`config.mk`:
```
export PLATFORM = sky130hd
export DESIGN_NAME = id_pair_packer
export DESIGN_NICKNAME = d
export VERILOG_FILES = /design/src/rtl/tanimoto_pkg.sv /design/src/rtl/axis_out_reg.sv /design/src/rtl/id_pair_packer.sv
export SDC_FILE = /design/constraint.sdc
export NUM_CORES = 1
export LEC_CHECK = 0
export ABC_AREA = 1
export CORE_MARGIN = 1
export CORE_UTILIZATION = 30
export DETAILED_ROUTE_END_ITERATION = 6
export SYNTH_ARGS = -nofsm -noshare
export SYNTH_HDL_FRONTEND = slang
export SYNTH_HIERARCHICAL = 1
export SYNTH_SLANG_ARGS = --single-unit
export TNS_END_PERCENT = 5
```
`constraint.sdc`:
```
create_clock -name ap_clk -period 2.7 [get_ports ap_clk]
set_input_delay 0.675 -clock ap_clk [delete_from_list [all_inputs] [get_ports ap_clk]]
set_output_delay 0.675 -clock ap_clk [all_outputs]
set_load 0.03 [all_outputs]
```
`src/rtl/tanimoto_pkg.sv`:
```
// tanimoto_pkg: shared defaults, ID-pair geometry helpers and packer FSM encoding
//   BUS_WIDTH_DEF / VEC_ID_WIDTH_DEF : default output word and vector ID widths
//   pair_width()     : bits in one ID pair
//   pairs_per_word() : ID pairs packed into one output word
//   state_t          : id_pair_packer FSM states
package tanimoto_pkg;

    localparam int BUS_WIDTH_DEF    = 128;
    localparam int VEC_ID_WIDTH_DEF = 8;

    typedef enum logic {
        COLLECT = 1'b0,
        TRAILER = 1'b1
    } state_t;

    function automatic int pair_width(input int vec_id_w);
        return 2 * vec_id_w;
    endfunction

    function automatic int pairs_per_word(input int bus_w, input int vec_id_w);
        return bus_w / (2 * vec_id_w);
    endfunction

endpackage

```
`src/rtl/axis_out_reg.sv`:
```
// axis_out_reg: single AXI-Stream output register (tdata/tkeep/tlast with valid/ready)
//   clk, rstn          : clock, asynchronous active-low reset
//   load               : capture d_* into the register (only when free)
//   d_data/d_keep/d_last : word to capture
//   tready             : downstream ready
//   tdata/tkeep/tlast/tvalid : registered output stream
//   free               : register empty or being drained this cycle
module axis_out_reg #(
    parameter int DATA_W = 128
) (
    input  logic                  clk,
    input  logic                  rstn,
    input  logic                  load,
    input  logic [DATA_W-1:0]     d_data,
    input  logic [DATA_W/8-1:0]   d_keep,
    input  logic                  d_last,
    input  logic                  tready,
    output logic [DATA_W-1:0]     tdata,
    output logic [DATA_W/8-1:0]   tkeep,
    output logic                  tlast,
    output logic                  tvalid,
    output logic                  free
);

    assign free = !tvalid || tready;

    always_ff @(posedge clk or negedge rstn) begin
        if (!rstn) begin
            tdata  <= '0;
            tkeep  <= '0;
            tlast  <= 1'b0;
            tvalid <= 1'b0;
        end else if (load) begin
            tdata  <= d_data;
            tkeep  <= d_keep;
            tlast  <= d_last;
            tvalid <= 1'b1;
        end else if (tready) begin
            tvalid <= 1'b0;
        end
    end

endmodule

```
`src/rtl/id_pair_packer.sv`:
```
// id_pair_packer: packs ID pairs from the Tanimoto core into BUS_WIDTH output words
//   ap_clk, ap_rstn          : clock, asynchronous active-low reset
//   S_AXIS_ID_PAIR_*         : input pair stream (tlast closes a run)
//   M_AXIS_DATA_*            : packed output stream, slot 0 at the LSBs
//   pair_count               : pairs accepted in the current/last run (saturating)
// Build option: define PAIR_COUNT_TRAILER_EN to append a pair_count trailer word
// after the last data word of each run (tlast then moves onto the trailer).
module id_pair_packer
    import tanimoto_pkg::*;
#(
    parameter int BUS_WIDTH    = BUS_WIDTH_DEF,
    parameter int VEC_ID_WIDTH = VEC_ID_WIDTH_DEF
) (
    input  logic                      ap_clk,
    input  logic                      ap_rstn,
    input  logic [2*VEC_ID_WIDTH-1:0] S_AXIS_ID_PAIR_tdata,
    input  logic                      S_AXIS_ID_PAIR_tvalid,
    input  logic                      S_AXIS_ID_PAIR_tlast,
    output logic                      S_AXIS_ID_PAIR_tready,
    output logic [BUS_WIDTH-1:0]      M_AXIS_DATA_tdata,
    output logic                      M_AXIS_DATA_tvalid,
    output logic [BUS_WIDTH/8-1:0]    M_AXIS_DATA_tkeep,
    output logic                      M_AXIS_DATA_tlast,
    input  logic                      M_AXIS_DATA_tready,
    output logic [31:0]               pair_count
);

    localparam int PAIR_W = pair_width(VEC_ID_WIDTH);
    localparam int PPW    = pairs_per_word(BUS_WIDTH, VEC_ID_WIDTH);
    localparam int KEEP_W = BUS_WIDTH / 8;
    localparam int SLOT_W = PPW > 1 ? $clog2(PPW) : 1;

    state_t               state, state_nx;
    logic [BUS_WIDTH-1:0] acc, word, ld_data;
    logic [KEEP_W-1:0]    pend_keep, keep_new, ld_keep;
    logic [SLOT_W-1:0]    slot;
    logic                 pending, pend_last, run_done, rdy_en;
    logic                 hs, complete, new_pend, out_free, load, ld_final, ld_tlast;

    assign hs       = S_AXIS_ID_PAIR_tvalid && S_AXIS_ID_PAIR_tready;
    assign complete = hs && (slot == SLOT_W'(PPW - 1) || S_AXIS_ID_PAIR_tlast);
    // a completed word parks in acc when the output register cannot take it
    assign new_pend = complete && (pending || !out_free);

`ifdef PAIR_COUNT_TRAILER_EN
    // also hold off while the run-final word is parked so the next run
    // cannot disturb pair_count before the trailer is built
    assign S_AXIS_ID_PAIR_tready = rdy_en && state == COLLECT && !(pending && !out_free)
                                   && !(pending && pend_last);
`else
    assign S_AXIS_ID_PAIR_tready = rdy_en && state == COLLECT && !(pending && !out_free);
`endif

    // a pair accepted while a parked word drains starts a fresh word
    always_comb begin
        word = pending ? '0 : acc;
        word[int'(slot)*PAIR_W +: PAIR_W] = S_AXIS_ID_PAIR_tdata;
        for (int b = 0; b < KEEP_W; b++)
            keep_new[b] = b * 8 < (int'(slot) + 1) * PAIR_W;
    end

    always_comb begin
        load     = 1'b0;
        ld_data  = acc;
        ld_keep  = pend_keep;
        ld_final = pend_last;
        ld_tlast = 1'b0;
        state_nx = state;
        if (state == TRAILER) begin
            load          = out_free;
            ld_data       = '0;
            ld_data[31:0] = pair_count;
            ld_keep       = '1;
            ld_final      = 1'b0;
            ld_tlast      = 1'b1;
            if (out_free)
                state_nx = COLLECT;
        end else if (pending) begin
            load = out_free;
        end else begin
            load     = complete && out_free;
            ld_data  = word;
            ld_keep  = keep_new;
            ld_final = S_AXIS_ID_PAIR_tlast;
        end
`ifdef PAIR_COUNT_TRAILER_EN
        if (state == COLLECT && load && ld_final)
            state_nx = TRAILER;
`else
        if (state == COLLECT)
            ld_tlast = ld_final;
`endif
    end

    always_ff @(posedge ap_clk or negedge ap_rstn) begin
        if (!ap_rstn) begin
            state      <= COLLECT;
            acc        <= '0;
            pend_keep  <= '0;
            slot       <= '0;
            pending    <= 1'b0;
            pend_last  <= 1'b0;
            run_done   <= 1'b1;
            rdy_en     <= 1'b0;
            pair_count <= '0;
        end else begin
            state  <= state_nx;
            rdy_en <= 1'b1;
            if (hs) begin
                pair_count <= run_done ? 32'd1 : (&pair_count ? pair_count : pair_count + 32'd1);
                run_done   <= S_AXIS_ID_PAIR_tlast;
                if (complete) begin
                    slot      <= '0;
                    pending   <= new_pend;
                    acc       <= new_pend ? word : '0;
                    pend_keep <= keep_new;
                    pend_last <= S_AXIS_ID_PAIR_tlast;
                end else begin
                    slot    <= slot + 1'b1;
                    pending <= 1'b0;
                    acc     <= word;
                end
            end else if (pending && load) begin
                pending <= 1'b0;
                acc     <= '0;
            end
        end
    end

    axis_out_reg #(
        .DATA_W (BUS_WIDTH)
    ) u_out (
        .clk    (ap_clk),
        .rstn   (ap_rstn),
        .load   (load),
        .d_data (ld_data),
        .d_keep (ld_keep),
        .d_last (ld_tlast),
        .tready (M_AXIS_DATA_tready),
        .tdata  (M_AXIS_DATA_tdata),
        .tkeep  (M_AXIS_DATA_tkeep),
        .tlast  (M_AXIS_DATA_tlast),
        .tvalid (M_AXIS_DATA_tvalid),
        .free   (out_free)
    );

endmodule
```
==> impl_metrics.json <==
{
  "status": "finished, final reports clean",
  "irDropWorstVdd_mv": 0.503,
  "clock_latency_ns": 0.56,
  "route.vias.total": 16575,
  "postCtsSetupBuffers": 0,
  "endpoint_kind": "primary output",
  "clock_sinks": 322,
  "grt_pass1_wl_mm": 90.4,
  "nets": 2685,
  "die_y_um": 245,
  "cts_tree": "done",
  "grt_usage_pct": 19.1,
  "seq_area_frac_synth_pct": 45.7,
  "synth_top_flop_cell": "dfrtp_1",
  "path_class": "input pin to primary output",
  "fin_area_um2": 22300,
  "dp_hpwl_mm": 38.8,
  "dp.cells": 3376,
  "port-buffer-count": 199,
  "setup_ws_ns": 0.123,
  "drive_gt1_share_pct": 7.30,
  "antenna_found_initial": 0,
  "htreeDepth": 2,
  "finalHoldViolCount": 0,
  "rsz0062_at_grt": "false",
  "ios": 200,
  "max_slew_margin_pct": 41.5,
  "crit_path_start_kind": "input pin",
  "netlist_instances": 2487,
  "gp_congestion": 0.898,
  "ys_ff_latch": 322,
  "final_cells": 3449,
  "synth_edf_count": 0,
  "pre_cts_slack_ns": 0.00294,
  "synth_cell_types": 37,
  "wire_per_inst_um": 16.6,
  "antenna_left": 0,
  "grt_pass1_vias": 15583,
  "mappedNetlistArea_um2": 17600,
  "skew_ns": 0.0170,
  "r2r_start": "slot[0]",
  "cts-root-buf": "clkbuf_16",
  "cts_buffers": 40,
  "synth_top_area_share_pct": 45.5,
  "maxCapViolCount": 0,
  "viasPerCell": 4.81,
  "wl_mm": 57.4,
  "hp-class": "register to register",
  "async_flop_share_pct": 100,
  "maxSlewViolCount": 0,
  "setup_viol": 0,
  "grt-ovfl-total": 0,
  "tightest_slew_ns": 0.878,
  "grt_max_degree": 159,
  "first_pass_iters": 7,
  "r2r_cells": 12,
  "crit_start": "M_AXIS_DATA_tready",
  "synth_nets": 2518,
  "rows": 88,
  "areaGrowthSynthToFinish_pct": 26.6,
  "yosys_warnings": 6,
  "drt-initial-drc-count": 1530,
  "yosysTopAreaCell": "dfrtp_1",
  "synth.avg_cell_area_um2": 7.09,
  "final.min_clock_period_ns": 2.58,
  "clk_pin_slew_ns": 0.06,
  "setup_tns_ns": 0,
  "cts_buffer_depth": 3,
  "drc": 0,
  "required_ns": 2.03,
  "coreArea_um2": 57900,
  "layout_commonest_cell": "nand2_1",
  "worstHoldStart": "u_out/tdata[116]",
  "final_cell_mix": "nand2_1 (868), dfrtp_1 (319), inv_1 (255), o21ai_0 (251), clkdlybuf4s50_1 (197)",
  "fillerInstances": 6106,
  "start_util_pct": 30.5,
  "arrival_ns": 1.90,
  "die_w_um": 245,
  "whs_path_depth": 2,
  "die_area_um2": 59800,
  "fin_util_pct": 38.6,
  "placed_area_um2": 20800,
  "fin_crit_sh_pct": 95.4,
  "synth_area_leaders": "dfrtp_1 (46%), nand2_1 (18%), o21ai_0 (7.1%)",
  "cp_max_fo": 2,
  "power_density_nw_per_um2": 995,
  "p_leak_uw": 0.0106,
  "fmax_mhz": 388,
  "antenna_cells": 0
}
## worst max-delay path, cell delays in order
cell,delay [ns]
clkdlybuf4s50_1,0.45
inv_1,0.04
nand2_1,0.09
inv_1,0.06
nand2_1,0.08
nand3_2,0.10
buf_4,0.17
inv_1,0.10
buf_12,0.13
## cell type report
type | instances | area [um^2] | area share, %
flip-flops and latches | 322 | 8070 | 36.1
multi-input cells | 1738 | 7710 | 34.5
repair buffers | 289 | 3120 | 14.0
clock buffers | 53 | 1170 | 5.24
inverters | 263 | 997 | 4.46
well taps | 765 | 957 | 4.29
clock inverters | 19 | 308 | 1.38
## power by group
part,total (uW),internal [uW],switching [uW]
Sequential,7340,6360,973
Clock,6020,3810,2210
Combinational,8860,3310,5560
## metal layers
| metal | GRT usage, % | routed length (um) | share of wire [%] | up-vias |
|---|---|---|---|---|
| met5 | 0 | 0 | 0 | - |
| met4 | 5.85 | 1640 | 2.9 | 0 |
| met3 | 3.02 | 3450 | 6.0 | 93 |
| met2 | 30.0 | 26300 | 46 | 471 |
| met1 | 26.8 | 25900 | 45 | 7784 |
| li1 | - | - | - | 8227 |
## cells in the mapped netlist, types with 2 or more instances
library cell  instances
clkbuf_1             77
buf_4                10
xor2_1                6
nand2_2               7
nand3_1             192
inv_1               256
buf_1                 6
inv_2                 4
nand2_1             868
o21ai_0             251
nand3_2               2
a21oi_1             136
clkbuf_2              2
buf_2                43
o22ai_1               2
nor2_1               93
dfrtp_1             321
o211ai_1              4
inv_4                 2
nor2_4                4
buf_6                26
or2_2                 8
ha_1                 10
o21ai_1             144
## metrics by stage
step | power [uW] | hold WS (ns)
after floorplan | 12700 | 0.379
after global placement | 16200 | 0.455
after detailed placement | 16300 | 0.458
after CTS | 22500 | 0.473
after global routing | 23600 | 0.483
final | 22200 | 0.467
## final timing paths
| check | to | slack [ns] |
|---|---|---|
| max | S_AXIS_ID_PAIR_tready | 0.12 |
| min | u_out/tdata[116] | 0.47 |
| max reg2reg | u_out/tdata[13] | 0.31 |
| min reg2reg | u_out/tdata[116] | 0.47 |
| max in group asynchronous | run_done | 1.26 |
| min in group asynchronous | u_out/tdata[108] | 0.61 |
## flip-flops by register name, summed over array words and instances (netlist names), 3 cells and up
name,count
u_out/tdata,128
u_out/tkeep,16
slot,3
acc,128
pair_count,32
pend_keep,8
## cell families after synthesis
family,count (synthesis),share of synthesized area [%]
XOR/XNOR,7,0.347
AND/OR/NAND/NOR,1180,27.1
buffers and inverters,427,10.8
AO/OA/AOI/OAI,540,15.4
other,1,0.0213
flip-flops,322,45.7
adder cells (fa/ha/maj),10,0.709
## timing repair
item | in CTS | in global routing
resized for setup | 0 | 0
setup endpoints to repair | 0 | 0
hold buffers | 1 | 0
hold endpoints to repair | 1 | 0
Power figures use the tool's default switching activity.
